## src/rtl/cpu_pkg.sv

```systemverilog
// rtl/cpu_pkg.sv - shared CPU datapath constants and types
// Purpose: word width, default return-stack depth and the word type
//          shared by the return stack and its register file.
// Ports:   none (package).
package cpu_pkg;

  localparam int DATA_W      = 16;
  localparam int STACK_DEPTH = 8;

  typedef logic [DATA_W-1:0] word_t;

endpackage : cpu_pkg

```

## src/rtl/stack_regfile.sv

```systemverilog
// rtl/stack_regfile.sv - return-stack storage array
// Purpose: DEPTH x DATA_W storage with one synchronous write port and one
//          asynchronous read port. Contents are not reset.
// Ports:
//   clk              rising-edge clock for the write port
//   i_we             write enable
//   i_waddr [AW-1:0] write address
//   i_wdata [DW-1:0] write data
//   i_raddr [AW-1:0] read address
//   o_rdata [DW-1:0] read data, combinational from i_raddr
module stack_regfile
  import cpu_pkg::*;
#(
  parameter int DATA_W = cpu_pkg::DATA_W,
  parameter int DEPTH  = STACK_DEPTH,
  parameter int ADDR_W = $clog2(DEPTH)
) (
  input  logic              clk,
  input  logic              i_we,
  input  logic [ADDR_W-1:0] i_waddr,
  input  logic [DATA_W-1:0] i_wdata,
  input  logic [ADDR_W-1:0] i_raddr,
  output logic [DATA_W-1:0] o_rdata
);

  logic [DATA_W-1:0] r_mem [DEPTH];

  // No reset on the array: an empty stack never exposes its contents.
  always_ff @(posedge clk) begin
    if (i_we) begin
      r_mem[i_waddr] <= i_wdata;
    end
  end

  assign o_rdata = r_mem[i_raddr];

endmodule : stack_regfile

```

## src/rtl/return_stack.sv

```systemverilog
// rtl/return_stack.sv - hardware LIFO for return addresses and data words
// Purpose: CALL pushes PC_current+1, PSH pushes PUSH_input, STACK_POP pops.
//          POP_output always shows the current top so the PC mux can load
//          it in the same cycle STACK_POP is asserted.
// Ports:
//   clk, rst_n            clock, asynchronous active-low reset
//   PC_current [DW-1:0]   PC of the current instruction
//   CALL / PSH            push PC_current+1 / push PUSH_input (CALL wins)
//   PUSH_input [DW-1:0]   data word for PSH
//   STACK_POP             pop the top entry
//   clr_err               clear sticky error flags
//   POP_output [DW-1:0]   top entry, 0 when empty
//   stack_empty/full      occupancy status
//   depth [PTR_W:0]       occupancy 0..DEPTH
//   overflow/underflow    sticky error flags
module return_stack
  import cpu_pkg::*;
#(
  parameter  int DATA_W = cpu_pkg::DATA_W,
  parameter  int DEPTH  = STACK_DEPTH,
  localparam int PTR_W  = $clog2(DEPTH)
) (
  input  logic              clk,
  input  logic              rst_n,
  input  logic [DATA_W-1:0] PC_current,
  input  logic              CALL,
  input  logic              PSH,
  input  logic [DATA_W-1:0] PUSH_input,
  input  logic              STACK_POP,
  input  logic              clr_err,
  output logic [DATA_W-1:0] POP_output,
  output logic              stack_empty,
  output logic              stack_full,
  output logic [PTR_W:0]    depth,
  output logic              overflow,
  output logic              underflow
);

  localparam logic [PTR_W:0] SP_FULL = (PTR_W+1)'(DEPTH);

  logic [PTR_W:0]    r_sp;
  logic              r_overflow;
  logic              r_underflow;

  logic              w_empty;
  logic              w_full;
  logic              w_push;
  logic [DATA_W-1:0] w_push_word;
  logic [PTR_W-1:0]  w_top_idx;
  logic              w_we;
  logic [PTR_W-1:0]  w_waddr;
  logic [DATA_W-1:0] w_rdata;
  logic [PTR_W:0]    w_sp_next;
  logic              w_ov_set;
  logic              w_un_set;

  assign w_empty = (r_sp == '0);
  assign w_full  = (r_sp == SP_FULL);
  assign w_push  = CALL | PSH;

  // CALL has priority; the return address wraps modulo 2^DATA_W.
  assign w_push_word = CALL ? (PC_current + DATA_W'(1)) : PUSH_input;

  // Index of the top entry. At sp==DEPTH the low bits are 0 and the
  // subtraction wraps to DEPTH-1, which is the correct top slot.
  assign w_top_idx = r_sp[PTR_W-1:0] - PTR_W'(1);

  always_comb begin
    w_we      = 1'b0;
    w_waddr   = r_sp[PTR_W-1:0];
    w_sp_next = r_sp;
    w_ov_set  = 1'b0;
    w_un_set  = 1'b0;
    if (STACK_POP) begin
      if (w_empty) begin
        // Pop on empty; a simultaneous push is dropped.
        w_un_set = 1'b1;
      end else if (w_push) begin
        // Replace: overwrite the top in place, sp unchanged, legal when full.
        w_we    = 1'b1;
        w_waddr = w_top_idx;
      end else begin
        w_sp_next = r_sp - (PTR_W+1)'(1);
      end
    end else if (w_push) begin
      if (w_full) begin
        w_ov_set = 1'b1;
      end else begin
        w_we      = 1'b1;
        w_sp_next = r_sp + (PTR_W+1)'(1);
      end
    end
  end

  stack_regfile #(
    .DATA_W (DATA_W),
    .DEPTH  (DEPTH),
    .ADDR_W (PTR_W)
  ) u_regfile (
    .clk     (clk),
    .i_we    (w_we),
    .i_waddr (w_waddr),
    .i_wdata (w_push_word),
    .i_raddr (w_top_idx),
    .o_rdata (w_rdata)
  );

  always_ff @(posedge clk or negedge rst_n) begin
    if (!rst_n) begin
      r_sp        <= '0;
      r_overflow  <= 1'b0;
      r_underflow <= 1'b0;
    end else begin
      r_sp        <= w_sp_next;
      // A new error in the same cycle as clr_err keeps the flag set.
      r_overflow  <= w_ov_set | (r_overflow  & ~clr_err);
      r_underflow <= w_un_set | (r_underflow & ~clr_err);
    end
  end

  assign POP_output  = w_empty ? '0 : w_rdata;
  assign stack_empty = w_empty;
  assign stack_full  = w_full;
  assign depth       = r_sp;
  assign overflow    = r_overflow;
  assign underflow   = r_underflow;

endmodule : return_stack

```

## config.mk

```make
export PLATFORM = sky130hd
export DESIGN_NAME = return_stack
export DESIGN_NICKNAME = d
export VERILOG_FILES = /design/src/rtl/cpu_pkg.sv /design/src/rtl/stack_regfile.sv /design/src/rtl/return_stack.sv
export SDC_FILE = /design/constraint.sdc
export NUM_CORES = 1
export LEC_CHECK = 0
export CORE_ASPECT_RATIO = 1.2
export CORE_MARGIN = 3
export CORE_UTILIZATION = 61
export DETAILED_ROUTE_END_ITERATION = 7
export GPL_TIMING_DRIVEN = 0
export PLACE_DENSITY = 0.88
export RECOVER_POWER = 50
export SYNTH_ARGS = -nofsm -noshare
export SYNTH_HDL_FRONTEND = slang
export SYNTH_SLANG_ARGS = --single-unit
```

## constraint.sdc

```tcl
create_clock -name clk -period 7.61 [get_ports clk]
set_clock_uncertainty 0.1 [all_clocks]
set_input_delay 1.522 -clock clk [delete_from_list [all_inputs] [get_ports clk]]
set_output_delay 1.522 -clock clk [all_outputs]
set_load 0.05 [all_outputs]
```

======== Word-level counts from Yosys, hierarchy flattened ========
Memory sizes are Yosys's and may differ from the RTL's.
Index checks and enable logic that the tools add are counted.
word-level totals
  register bits ........................... 6
  bits in latches ......................... 0
  bits in writable memories ............... 128
  memory bits (read-only) ................. 0
  input port bits ......................... 38
  output and inout port bits .............. 24
  logic and storage cells ................. 43
  memories kept ........................... 1
memory list
  memory           words  bits a word  rd ports  clocked after Yosys merged registers in  write ports  line                 source
  u_regfile.r_mem  8      16           1         0                                        1            stack_regfile.sv:26  logic [DATA_W-1:0] r_mem [DEPTH];
operators by class
  add/sub/neg operators ................... 4
  multiply operators ...................... 0
  div/mod/pow operators ................... 0
  order comparisons ....................... 0
  eq/ne operators ......................... 4
  shift-type cells ........................ 0
  multiplexer cells ....................... 22
  bitwise gates (word level) .............. 6
  reductions and logical operators ........ 3
operators with widths
  kind                   number
  $mux 16                2
  $mux 4                 5
  $add 16x1->16 const B  1
  $mux 1                 12
  $mux 3                 3
  $ne 2x2->1 const B     3
  $add 4x1->4 const B    1
  $eq 4x4->1 const B     1
  $logic_not 4->1        1
  $reduce_and 4->1       1
  $sub 4x1->4 const B    1
  $or 1x1->1             3
  $sub 3x1->3 const B    1
  $and 1x1->1            2
  $reduce_bool 2->1      1
  $not 1->1              1

======== Logic depth before layout (Yosys ltp) ========
Gate-level depths: netlist of run 1.
  depth in word-level cells ............... 6
  gate-level depth with buffers ........... 10
  depth with buffers taken out ............ 6

======== Modules after synthesis ========
A second synthesis of run 1 with hierarchy kept.
second synthesis, totals
  cells, all modules ...................... 340
  area total of the unflattened synthesis .. 6035.8 µm²
by module, submodules not included
  module         times used  cells each  area an instance (µm²)  sequential area each (µm²)
  stack_regfile  1           198         4973.5                  3843.7
  return_stack   1           142         1062.3                  150.1

======== Worst setup path after synthesis of run 1 ========
Ideal clock, no wire load.
  path type ............................... reg2out
  start ................................... register r_sp[0], in the netlist depth[0]
  end ..................................... output port POP_output[10]
  arrival ................................. 3.111 ns
  required time ........................... 5.988 ns
  slack ................................... 2.877 ns
  stages on the path, launching flop included .. 9
  buffers on the path ..................... 4
  path through ............................ dfrtp_1 clkbuf_1 buf_2 inv_1 ha_1 nor3b_2 buf_2 buf_1 a21oi_1
on the way
  cells in the longest elaborated chain, start to end .. 3
  elaborated cells between the ends (all ways) .. 4
  those cells by class .................... add/sub: 1; mux: 1; reduce/logical: 1; memory: 1
ends and longest elaborated chain
  element                   line                 source
  start, declared           return_stack.sv:41   logic [PTR_W:0] r_sp;
  start signal, assigned    return_stack.sv:114  r_sp <= w_sp_next;
  $sub 3x1->3               return_stack.sv:66   assign w_top_idx = r_sp[PTR_W-1:0] - PTR_W'(1);
  net u_regfile.i_raddr[0]  stack_regfile.sv:22  input logic [ADDR_W-1:0] i_raddr,
  $mem_v2 8x16              -
  $mux 16                   return_stack.sv:121  assign POP_output = w_empty ? '0 : w_rdata;
  end, declared             return_stack.sv:31   output logic [DATA_W-1:0] POP_output,
The timed path passes the listed nets, and every way through them passes these cells.

======== Worst setup path after layout of run 1 ========
  start ................................... register r_sp[0], in the netlist depth[0]
  end ..................................... output port POP_output[3]
The elaborated chain is that of the path after synthesis.

==> results.txt, run 1 <==
At the pin with the least slew margin, the transition time is 1.074 ns. For this run, the leading register cell type out of synthesis is sky130_fd_sc_hd__edfxtp_1. The final layout net count came out at a little under 500. The total area of sequential cells came out at 3994 um2. The clock buffer count from CTS is 17. The worst path arrival time is 4.08 ns.

The proportion of layout cells with a drive suffix above 1 came out at 0.1820. The number of max-capacitance violations reported is 0. The count of buffers inserted at the top-level ports came out at 60. The combinational power share is 0.468.

The post-detailed-placement half-perimeter wirelength came out at 8.512 mm. Once placement completed, the tool counted placed cells totaling 544. The hold buffer count at CTS is 0. In this run the standard cell core region covers just over 9000 um2. The floorplan step defined a die boundary enclosing 10830 um2. The total power after layout came out at 3.804 mW. After filler insertion, the fill cell instance count of the layout stands at 496.

The average detailed-routed wire length per instance came out at 24.52 um. The required time of the critical path is 5.99 ns. Setup violations remaining at the end of the flow were counted as 0. The share of total power dissipated in sequential elements is 0.277. The maximum number of pins on one net before global-route repair is 17. The proportion of total power due to net switching is 0.3952.

The synthesized design contains ~130 enable-type register cells. TritonCTS built the clock tree. The count of cell types in the netlist came out at 44.

For this run, the register share of the synthesized area comes to 0.6812. The number of gates resized after CTS is 0. The tightest min-delay check is of the reg -> reg type. The number of antenna cells inserted came out at 0.

The final hold violation count came out at 0. The chip width is 95.50 um. The total routing resource utilization after global routing came out at 0.2897. CTS saw 134 sinks. The maximum clock insertion buffer count came out at 2. The final critical delay including setup and external delays is 5.697 ns. The total power divided by cell area is about 520 nW/um2. The post-route antenna net violation count came out at 0.

The via density per instance is 6.500. The number of nets handed over by synthesis was ~400. In the layout the commonest cells are sky130_fd_sc_hd__edfxtp_1, sky130_fd_sc_hd__clkdlybuf4s50_1, sky130_fd_sc_hd__nand2_1. The first-pass GRT wire length is 21.94 mm.

The kind of start point of the critical path is a flop. The part of the total power dissipated in the clock network is 0.254. Leaving out fill and tap cells, the most frequent cell in the layout is sky130_fd_sc_hd__edfxtp_1. Once the clock tree was built, the setup fixing pass inserted 0 buffers. During I/O placement, the number of pins put on the boundary was slightly above 60.

The number of global-route vias before repair came out at 3921. In this run, synthesis produced a sequential element count of 134. The run finished with clean final reports.

The share of flip-flops with an asynchronous set or reset after synthesis is 0.04478. The number of cells in the finished layout apart from fillers is 576. The per-instance average area after synthesis came out at 16.29 um2. The final worst-path cycle share came out at 0.7487. The layout overhead on the synthesized area is 25.05%. After floorplanning, the core was divided into 38 placement rows.

The placer's final routability congestion estimate came out at 0.8072. After clock tree synthesis, the clock-pin slew on the worst setup and hold paths is 0.06 ns. The critical-path maximum fanout is 10.

The number of DRC markers in iteration 0 is 392. VDD sags by at most 309.8 uV. The starting density of the core is 0.6356. For this block, the via count after detailed routing is 3744. The number of antenna violations at the first check in global routing came out at 0. The setup path with the least slack is of type reg -> out.

The top achievable clock speed came out at around 180 MHz. The multi-input combinational cells in the finished layout cover a total of 1719 um2. Summed over all cells, the static leakage comes to around 2.5 nW. The total count of max-transition violations in the final report came to 0. The synthesized netlist cell count came out at 360. Setup repair after global routing left no endpoint under its margin.

The normalized max-slew margin is 0.2835. The net switching power came out at 1.503 mW. For this run, the number of Yosys warnings is 0.

The nature of the critical path endpoint is an output port. The total negative setup slack came out at 0 ns. The H-tree depth reported by CTS came out at 4. Clock tree synthesis selected as its root buffer the cell sky130_fd_sc_hd__clkbuf_8. The post-synthesis cell area is 5863 um2. The number of remaining DRC errors came out at 0.

The overall overflow remaining after global route came out at 0. The final layout contains routed wiring with a total length of 14.12 mm. From bottom edge to top edge, the die measures between 100 and 150 um.

The iteration count of the initial detailed-routing pass came out at 6. The internal cell power is around 2.3 mW. For the worst-skew pair, the clock arrives at the later sink with an insertion delay of 0.52 ns.
==> logic make-up (layout without fill, tap and decap cells) <==
group | Yosys count | in the layout | synth area share
simple gates | 93 | 93 | 0.07640
compound gates | 48 | 48 | 0.04887
fa+ha+maj | 6 | 6 | 0.01408
buf+inv | 27 | 123 | 0.02283
flops | 134 | 134 | 0.6812
mux | 38 | 38 | 0.1357
xor+xnor | 14 | 14 | 0.02091
==> final timing paths <==
check	startpoint	to	slack, ns	cells after the start
setup reg to reg	depth[0]$_DFFE_PN0P_	u_regfile.r_mem[0][15]$_DFFE_PP_	3.67	9
min in group asynchronous	rst_n	underflow$_DFF_PN0_	1.21	1
setup / recovery	depth[0]$_DFFE_PN0P_	POP_output[3]	1.91	10
hold reg to reg	underflow$_DFF_PN0_	underflow$_DFF_PN0_	0.40	1
hold / removal	underflow$_DFF_PN0_	underflow$_DFF_PN0_	0.40	1
max in group asynchronous	rst_n	depth[0]$_DFFE_PN0P_	5.98	1
==> power groups by stage <==
stage               clock [mW]  sequential, mW  combinational, mW
CTS                      0.967            1.06               1.80
global route              1.00            1.07               1.87
detailed placement           0            1.06               1.75
global placement             0            1.05               1.67
finish                   0.968            1.06               1.78
floorplan                    0            1.09               1.16
==> critical path, stage by stage, from the launching register on <==
cell and delay [ns]:
sky130_fd_sc_hd__dfrtp_1 0.34, sky130_fd_sc_hd__clkbuf_1 0.28, sky130_fd_sc_hd__buf_2 0.31, sky130_fd_sc_hd__inv_1 0.15
sky130_fd_sc_hd__ha_1 0.31, sky130_fd_sc_hd__clkbuf_1 0.31, sky130_fd_sc_hd__buf_2 0.41, sky130_fd_sc_hd__mux4_2 0.26
sky130_fd_sc_hd__nand2_1 0.08, sky130_fd_sc_hd__a21oi_1 0.22, sky130_fd_sc_hd__clkdlybuf4s50_1 0.86
==> layer usage <==
metal  vias up  track usage  wire [um]
met3        38      0.07916       1318
met4         0       0.1385        341
li1       1579            -          -
met5         -            0          0
met1      1877       0.3815       5291
met2       250       0.4521       7173
==> flip-flops by register name, indices dropped and copies added, names as in the netlist <==
signal	cells
depth	4
overflow	1
u_regfile.r_mem	128
underflow	1
==> Yosys cell counts (2+ instances only) <==
cell,count,area (um2)
sky130_fd_sc_hd__mux2_1,2,22.52
sky130_fd_sc_hd__nand4_1,7,43.79
sky130_fd_sc_hd__buf_2,11,55.05
sky130_fd_sc_hd__nand2_1,38,142.6
sky130_fd_sc_hd__mux4_2,33,743.2
sky130_fd_sc_hd__xnor2_1,4,35.03
sky130_fd_sc_hd__o21ai_1,3,15.01
sky130_fd_sc_hd__nor2_1,25,93.84
sky130_fd_sc_hd__ha_1,5,62.56
sky130_fd_sc_hd__buf_4,3,22.52
sky130_fd_sc_hd__or3_1,3,18.77
sky130_fd_sc_hd__and2_1,4,25.02
sky130_fd_sc_hd__nand3_1,2,10.01
sky130_fd_sc_hd__mux2i_1,3,30.03
sky130_fd_sc_hd__a22o_1,2,17.52
sky130_fd_sc_hd__xor2_1,10,87.58
sky130_fd_sc_hd__and3_1,3,18.77
sky130_fd_sc_hd__edfxtp_1,128,3844
sky130_fd_sc_hd__buf_1,2,7.510
sky130_fd_sc_hd__nand2b_1,2,12.51
sky130_fd_sc_hd__o21a_1,2,15.01
sky130_fd_sc_hd__dfrtp_1,6,150.1
sky130_fd_sc_hd__a31oi_1,5,31.28
sky130_fd_sc_hd__a21oi_1,28,140.1
sky130_fd_sc_hd__nor3_1,2,10.01
sky130_fd_sc_hd__a211oi_1,2,15.01
sky130_fd_sc_hd__clkbuf_1,4,15.01
sky130_fd_sc_hd__inv_1,5,18.77
==> area by class of cell <==
type / count / area share
Clock buffer: 18 / 0.05700
Timing Repair Buffer: 64 / 0.08857
Tap cell: 120 / 0.02048
Multi-Input combinational cell: 199 / 0.2345
Sequential cell: 134 / 0.5447
Clock inverter: 14 / 0.03805
Buffer: 21 / 0.01365
Inverter: 6 / 0.003072
==> per-stage QoR <==
stage	worst slack (ns)	utilization	hold WS (ns)	area [um2]
floorplan	2.877	-	0.7483	5863
global placement	2.722	0.7170	0.3923	6614
detailed placement	2.578	0.7257	0.3943	6694
CTS	1.939	0.8013	0.4075	7391
global route	1.685	0.7949	0.4474	7332
finish	1.913	0.7949	0.3974	7332
No activity file was read; power rests on OpenSTA's default activity.
==> inputs of run 2 (changes only) <==
Settings changed: CORE_UTILIZATION 61 to 56, PLACE_DENSITY 0.88 to 0.82.
Clock period 7.61 ns to 5.4 ns, I/O delays scaled along.
==> run 2 against run 1 <==
  * Clock power grew 25%
  * Sequential share of layout area grew 0.18 points
  * Clock-buffer cell count grew 5
  * Register-to-register slack lost 2.0 ns
  * Via count shrank 2.2%
  * Global-route usage shrank 4.3 points
  * Worst hold slack gained 0.011 ns
==> results.txt, run 2 (synthesized netlist as in run 1, its figures left out) <==
The flow ran to the end, and the final reports show no timing, DRC or antenna violations. The relative contribution of sequential cells to total power came out at 0.287 (+0.010). The number of max-capacitance violations reported was 0 (unchanged).

The top achievable clock speed is 195.1 MHz. The total power after layout is 5.177 mW (+36%). The combinational power share was 0.480 (+0.012). The starting density of the core came out at 0.5800 (-0.05570). The post-detailed-placement half-perimeter wirelength is 8.237 mm (-3.2%). The number of clock sinks seen by CTS is 134 (unchanged).

The final hold violation count was 0 (unchanged). The clock-pin slew on the worst setup and hold paths was 0.06 ns (about the same). The normalized max-slew margin is 0.2274 (-0.05610). The number of remaining DRC errors is 0 (unchanged). The worst vdd rail ir drop is 327.9 uV (+5.8%).

The total die area is 11740 um2 (+8.4%). The hold buffer count at CTS is 0 (unchanged). The count of buffers inserted at the top-level ports came out at 60 (unchanged).

Setup repair after global routing left no endpoint under its margin. The internal cell power came out at 3.114 mW (+35%). The number of flip-flops under the largest register name came out at 128 (unchanged).

The net switching power came out at 2.063 mW (+37%). The final core utilization is 0.7229 (-0.07200). The overall overflow remaining after global route came to 0 (unchanged).

The chip width is 99.41 um (+4.1%). The maximum number of pins on one net before global-route repair came to 17 (unchanged). The number of rows in the core area came out at 40 (+5.3%). The final layout net count came out at 490 (+0.62%). The wire length reported by the detailed router was 13.52 mm (-4.3%). The slew of the pin with the lowest slew margin came out at 1.159 ns (+0.08530 ns).

The final worst-path cycle share came out at 0.9491. The number of vias in the routed layout came out at 3662 (-2.2%). The layout overhead on the synthesized area is 24.65%. The total non-filler cell area in the finished layout is 7308 um2 (-0.32%).

The critical-path maximum fanout came out at 10 (unchanged). The H-tree depth reported by CTS came out at 4 (unchanged). Clock tree synthesis selected as its root buffer the cell sky130_fd_sc_hd__clkbuf_16. The maximum clock insertion buffer count came out at 2 (unchanged). The final-report setup violation count was 0 (unchanged). The number of cells in the finished layout apart from fillers came to 585 (+1.6%).

The clock buffer count from CTS was 17 (unchanged). The total placed cells including tap cells came out at 553 (+1.7%). The placer's final routability congestion estimate is 0.8179 (+1.3%). The total power divided by cell area is 708.4 nW/um2 (+37%). The total negative setup slack is 0 ns (unchanged). The final worst setup slack came to 0.2748 ns (-1.638 ns). The I/O pin total is 62 (unchanged). The proportion of total power due to net switching is 0.3985 (+0.003308). The nature of the critical path endpoint is an output port. The iteration count of the initial detailed-routing pass was 6 (unchanged). The number of antenna violations at the first check in global routing is 0 (unchanged). The most common cell after layout, fill and taps aside is sky130_fd_sc_hd__edfxtp_1.

The number of DRC markers in iteration 0 was 393 (+0.26%). The worst path arrival time is 3.95 ns (-0.13 ns). The total placed instance area is 6746 um2 (+0.79%). The post-route antenna net violation count came out at 0 (unchanged). The leakage power was 2.475 nW (-0.86%). The post-CTS setup buffer count came to 0 (unchanged). The via density per instance is 6.260 (-3.7%). The core footprint was 10110 um2 (+9.6%). The overall die height is 118.1 um (+4.1%). The number of gates resized after CTS is 0 (unchanged). The number of antenna cells inserted is 0 (unchanged). The count of fill cells added during filler insertion is 605 (+22%). The total routing resource utilization after global routing came out at 0.2469 (-0.04285).

STA classifies the critical path startpoint as a flop. The number of global-route vias before repair came out at 3768 (-3.9%). The average detailed-routed wire length per instance is 23.11 um (-5.7%). The slack of the worst reg-to-reg path is 1.65 ns (-2.02 ns). The proportion of layout cells with a drive suffix above 1 was 0.1895 (+0.007525).

The minimum hold slack was 0.4080 ns (+0.01065 ns). The smallest clock period supported by the final layout is computed as 5.125 ns. The worst setup timing slack at the placement stage is 0.8145 ns (-1.763 ns). The total count of max-transition violations in the final report came out at 0 (unchanged).

The required time of the critical path is 4.22 ns (-1.77 ns). TritonCTS built the clock tree. The path type of the worst setup path is reg -> out. The library cells used most frequently in the layout, excluding fill and tap cells, are sky130_fd_sc_hd__edfxtp_1, sky130_fd_sc_hd__clkdlybuf4s50_1, sky130_fd_sc_hd__nand2_1. The type of the tightest min-delay check is reg -> reg. The first-pass GRT wire length came out at 21.01 mm (-4.2%). The insertion delay to the later sink of the worst-skew pair came out at 0.42 ns (-0.10 ns). The most flop-heavy register is u_regfile.r_mem. The part of the total power dissipated in the clock network came to 0.233 (-0.021).
-- run 2: cell count changes in the layout (fill, tap and decap cells not counted), sizes merged, moves of 2 or more --
cell | previous run | this run
clkbuf | 27 | 33
bufinv | 8 | 4
buf | 16 | 18
clkdlybuf4s50 | 52 | 50
clkinv | 5 | 3
dlygate4sd3 | 8 | 10
-- run 2: power by group through the flow --
stage                     clock network (mW)  logic, mW  registers (mW)
after floorplan                            0       1.63            1.54
after global placement                     0       2.37            1.48
after detailed placement                   0       2.48            1.49
after CTS                               1.21       2.53            1.48
after global routing                    1.26       2.62            1.50
final                                   1.21       2.49            1.48
-- run 2: path summary, 6_finish.rpt --
kind,end,startpoint,cells after the start
max in group asynchronous,underflow$_DFF_PN0_,rst_n,1
max reg2reg,u_regfile.r_mem[5][8]$_DFFE_PP_,depth[0]$_DFFE_PN0P_,9
max,stack_empty,depth[0]$_DFFE_PN0P_,8
min in group asynchronous,depth[2]$_DFFE_PN0P_,rst_n,1
min,overflow$_DFF_PN0_,overflow$_DFF_PN0_,1
min reg2reg,overflow$_DFF_PN0_,overflow$_DFF_PN0_,1
-- run 2: routing by layer --
layer | vias up | wire (um) | track usage
met3 | 36 | 1163 | 0.06520
met1 | 1809 | 4954 | 0.3132
li1 | 1579 | - | -
met4 | 0 | 399 | 0.1136
met2 | 238 | 7005 | 0.3979
met5 | - | 0 | 0
-- run 2: area by class of cell --
class	instances	area, um2	share of cell area
Buffer	21	100.1	0.01370
Sequential cell	134	3994	0.5465
Timing Repair Buffer	67	683.2	0.09348
Inverter	6	22.52	0.003082
Clock buffer	23	467.9	0.06403
Clock inverter	9	150.1	0.02054
Multi-Input combinational cell	199	1733	0.2371
Tap cell	126	157.7	0.02157
-- run 2: worst max-delay path, stage by stage (launching register included) --
cell and delay, ns:
sky130_fd_sc_hd__dfrtp_1 0.37, sky130_fd_sc_hd__clkbuf_1 0.19, sky130_fd_sc_hd__buf_2 0.24, sky130_fd_sc_hd__inv_1 0.19, sky130_fd_sc_hd__ha_1 0.32, sky130_fd_sc_hd__nor3b_2 0.29, sky130_fd_sc_hd__clkbuf_1 0.53, sky130_fd_sc_hd__buf_1 0.50
sky130_fd_sc_hd__clkdlybuf4s50_1 0.91
==> inputs of run 3 (changes only) <==
Settings changed: SETUP_SLACK_MARGIN from default to 0.4.
==> run 3 against run 2 <==
  * Sequential power about the same
  * Non-clock buffer count unchanged
  * Flip-flop and latch count unchanged
  * Global-route usage is essentially flat
  * Power fell by 1.7%
  * Final cell count unchanged
  * Critical path depth is 2 higher
  * Clock-buffer cell count unchanged
  * Design area barely moved
  * Worst hold slack barely moved
==> results.txt, run 3 (synthesized netlist as in run 1, its figures left out) <==
The internal cell power is 3.032 mW (-2.6%). The via density per instance is 6.251 (-0.14%). The total die area was 11740 um2 (unchanged). The clock buffer count from CTS came out at 17 (unchanged). The global-route met1 utilization came out at 0.3136 (+0.0004203).

For hold timing, the worst endpoint is overflow$_DFF_PN0_. The start point of the worst hold path is overflow$_DFF_PN0_. The final critical delay including setup and external delays came out at 4.793 ns (-0.3327 ns). met2 is the most crowded layer. The slack of the worst reg-to-reg path came out at 1.65 ns (about the same). Among cell families on the critical path, the largest total delay comes from buffers and inverters. The insertion delay to the later sink of the worst-skew pair is 0.41 ns (about the same). The worst path arrival time came to 3.61 ns (-0.34 ns). The relative contribution of sequential cells to total power came out at 0.291 (+0.004). The worst setup path is captured at an output port. The iteration count of the initial detailed-routing pass is 5 (-1). The number of global-route vias before repair came out at 3768 (unchanged). The library cell used most frequently in the layout, excluding fill and tap cells, is sky130_fd_sc_hd__edfxtp_1. The slew of the pin with the lowest slew margin came out at 1.152 ns (-0.006647 ns). The part of the total power dissipated in the clock network is 0.237 (+0.004).

The normalized max-slew margin came out at 0.2319 (+0.004432). The proportion of total power due to net switching is 0.4042 (+0.005690). The total power divided by cell area is 696.3 nW/um2 (-1.7%).

The number of clock sinks seen by CTS came out at 134 (unchanged). The critical-path maximum fanout is 10 (unchanged). The number of remaining DRC errors was 0 (unchanged). The required time of the critical path is 4.22 ns (about the same). The first-pass GRT wire length came out at 21.02 mm (about the same). Clock tree synthesis selected as its root buffer the cell sky130_fd_sc_hd__clkbuf_16. The global-route met2 utilization is 0.3979 (unchanged).

The post-detailed-placement half-perimeter wirelength was 8.237 mm (unchanged). STA classifies the critical path startpoint as a flop. The total power after layout was 5.089 mW (-1.7%).

The net switching power is 2.057 mW (-0.29%). Ranked by flip-flop count, first place goes to u_regfile.r_mem. The met3 usage in global routing is 0.06520 (unchanged). The number of vias in the routed layout was 3657 (-0.14%). The number of antenna cells inserted was 0 (unchanged). The post-route antenna net violation count came out at 0 (unchanged). The length in cells of the worst reg-to-reg path came out at 9 (unchanged). In this run the critical register-to-register path is captured at u_regfile.r_mem[5][11]$_DFFE_PP_. The average detailed-routed wire length per instance is 23.19 um (+0.33%). The top achievable clock speed came out at 208.7 MHz (+6.9%). The total routing resource utilization after global routing is 0.2470 (about the same). The overall overflow remaining after global route came to 0 (unchanged). The total count of max-transition violations in the final report came out at 0 (unchanged). The overall die height came out at 118.1 um (unchanged). The final worst setup slack was 0.6075 ns (+0.3327 ns). The maximum clock insertion buffer count is 2 (unchanged). The worst vdd rail ir drop came out at 325.2 uV (-0.83%). The clock-pin slew on the worst setup and hold paths is 0.06 ns (about the same). Setup repair after global routing left no endpoint under its margin. The starting density of the core is 0.5800 (unchanged). The final hold violation count came out at 0 (unchanged).

TritonCTS built the clock tree. The I/O pin total came out at 62 (unchanged). The proportion of layout cells with a drive suffix above 1 came out at 0.1895 (unchanged).

The number of buffer and inverter instances along the worst setup path came out at 6 (unchanged). The maximum number of pins on one net before global-route repair came out at 17 (unchanged). The stage delay of the slowest cell on the critical path came out at 0.58 ns (-0.33 ns).

The chip width came out at 99.41 um (unchanged). The count of buffers inserted at the top-level ports was 60 (unchanged). The number of antenna violations at the first check in global routing came out at 0 (unchanged).

The combinational power share came out at 0.472 (-0.008). The library cells used most frequently in the layout, excluding fill and tap cells, are sky130_fd_sc_hd__edfxtp_1, sky130_fd_sc_hd__nand2_1, sky130_fd_sc_hd__mux4_2, sky130_fd_sc_hd__clkdlybuf4s50_1, sky130_fd_sc_hd__a21oi_1. The number of instances on the worst hold path came out at 1 (unchanged). The worst setup timing slack at the placement stage is 0.8145 ns (unchanged). The wire length reported by the detailed router is 13.57 mm (+0.33%). The final-report setup violation count came out at 0 (unchanged). The number of flip-flops under the largest register name is 128 (unchanged). Walking the worst path, the cells encountered are clkbuf_1, buf_2, inv_1, ha_1, clkbuf_1, buf_2, mux4_2, nand2_1, a21oi_1, dlygate4sd2_1. The total negative setup slack is 0 ns (unchanged). The placer's final routability congestion estimate is 0.8179 (unchanged).

The worst setup path is of the reg -> out kind. The H-tree depth reported by CTS is 4 (unchanged). The hold buffer count at CTS came out at 0 (unchanged). The leakage power is 2.569 nW (+3.8%). The number of rows in the core area came out at 40 (unchanged). The slowest stage of the critical path is the sky130_fd_sc_hd__dlygate4sd2_1 cell. The final worst-path cycle share is 0.8875 (-0.06161). The number of max-capacitance violations reported came out at 0 (unchanged). The startpoint identified for the worst register-to-register timing path is depth[0]$_DFFE_PN0P_. The flow ran to the end, and the final reports show no timing, DRC or antenna violations. The number of DRC markers in iteration 0 is 427 (+8.7%). The final layout net count is 490 (unchanged). The min-delay analysis places its worst path in the category reg -> reg. The core footprint is 10110 um2 (unchanged). The layout overhead on the synthesized area is 24.67% (about the same).
run 3: layer usage:
metal | vias up | part of all wire | wire (um)
met5 | - | 0 | 0
met1 | 1803 | 0.37 | 5026
met4 | 0 | 0.030 | 411
met3 | 34 | 0.085 | 1147
li1 | 1575 | - | -
met2 | 245 | 0.51 | 6982
run 3: final cells by class:
class,instances,area [um2]
plain buffers,21,100.1
clock buffers,23,467.9
clock inverters,9,150.1
fillers,610,2800
inverters,6,22.52
multi-input cells,199,1733
flip-flops and latches,134,3994
well taps,126,157.7
repair buffers,67,684.4
run 3: per-stage QoR:
stage | utilization | cells | hold slack, ns | area (um2)
2_1_floorplan | - | 360 | 0.6844 | 5863
3_3_place_gp | 0.6550 | 546 | 0.3916 | 6621
3_5_place_dp | 0.6673 | 553 | 0.4070 | 6746
4_1_cts | 0.7271 | 585 | 0.4197 | 7351
5_1_grt | 0.7230 | 585 | 0.4412 | 7310
6_report | 0.7230 | 585 | 0.4079 | 7310
run 3: power by group through the flow:
stage	combinational (mW)	clock (mW)	sequential [mW]
4_1_cts	2.45	1.21	1.48
5_1_grt	2.53	1.26	1.50
2_1_floorplan	1.63	0	1.54
3_5_place_dp	2.48	0	1.49
3_3_place_gp	2.37	0	1.48
6_report	2.40	1.20	1.48
run 3: how the worst max path moves through the flow:
stage	from	to	cells past startpoint
after floorplan	depth[0]$_DFFE_PN0P_	POP_output[10]	8
after global placement	depth[0]$_DFFE_PN0P_	POP_output[5]	10
after detailed placement	depth[0]$_DFFE_PN0P_	POP_output[4]	10
after CTS	depth[0]$_DFFE_PN0P_	POP_output[9]	10
after global routing	depth[0]$_DFFE_PN0P_	POP_output[10]	9
final	depth[0]$_DFFE_PN0P_	POP_output[5]	10
run 3: repair_timing:
item / in CTS / in global routing
gates cloned: 0 / 0
setup buffers: 0 / 0
setup endpoints to repair: 11 / 6
endpoints found under the hold margin: 0 / 0
resized for setup: 11 / 6
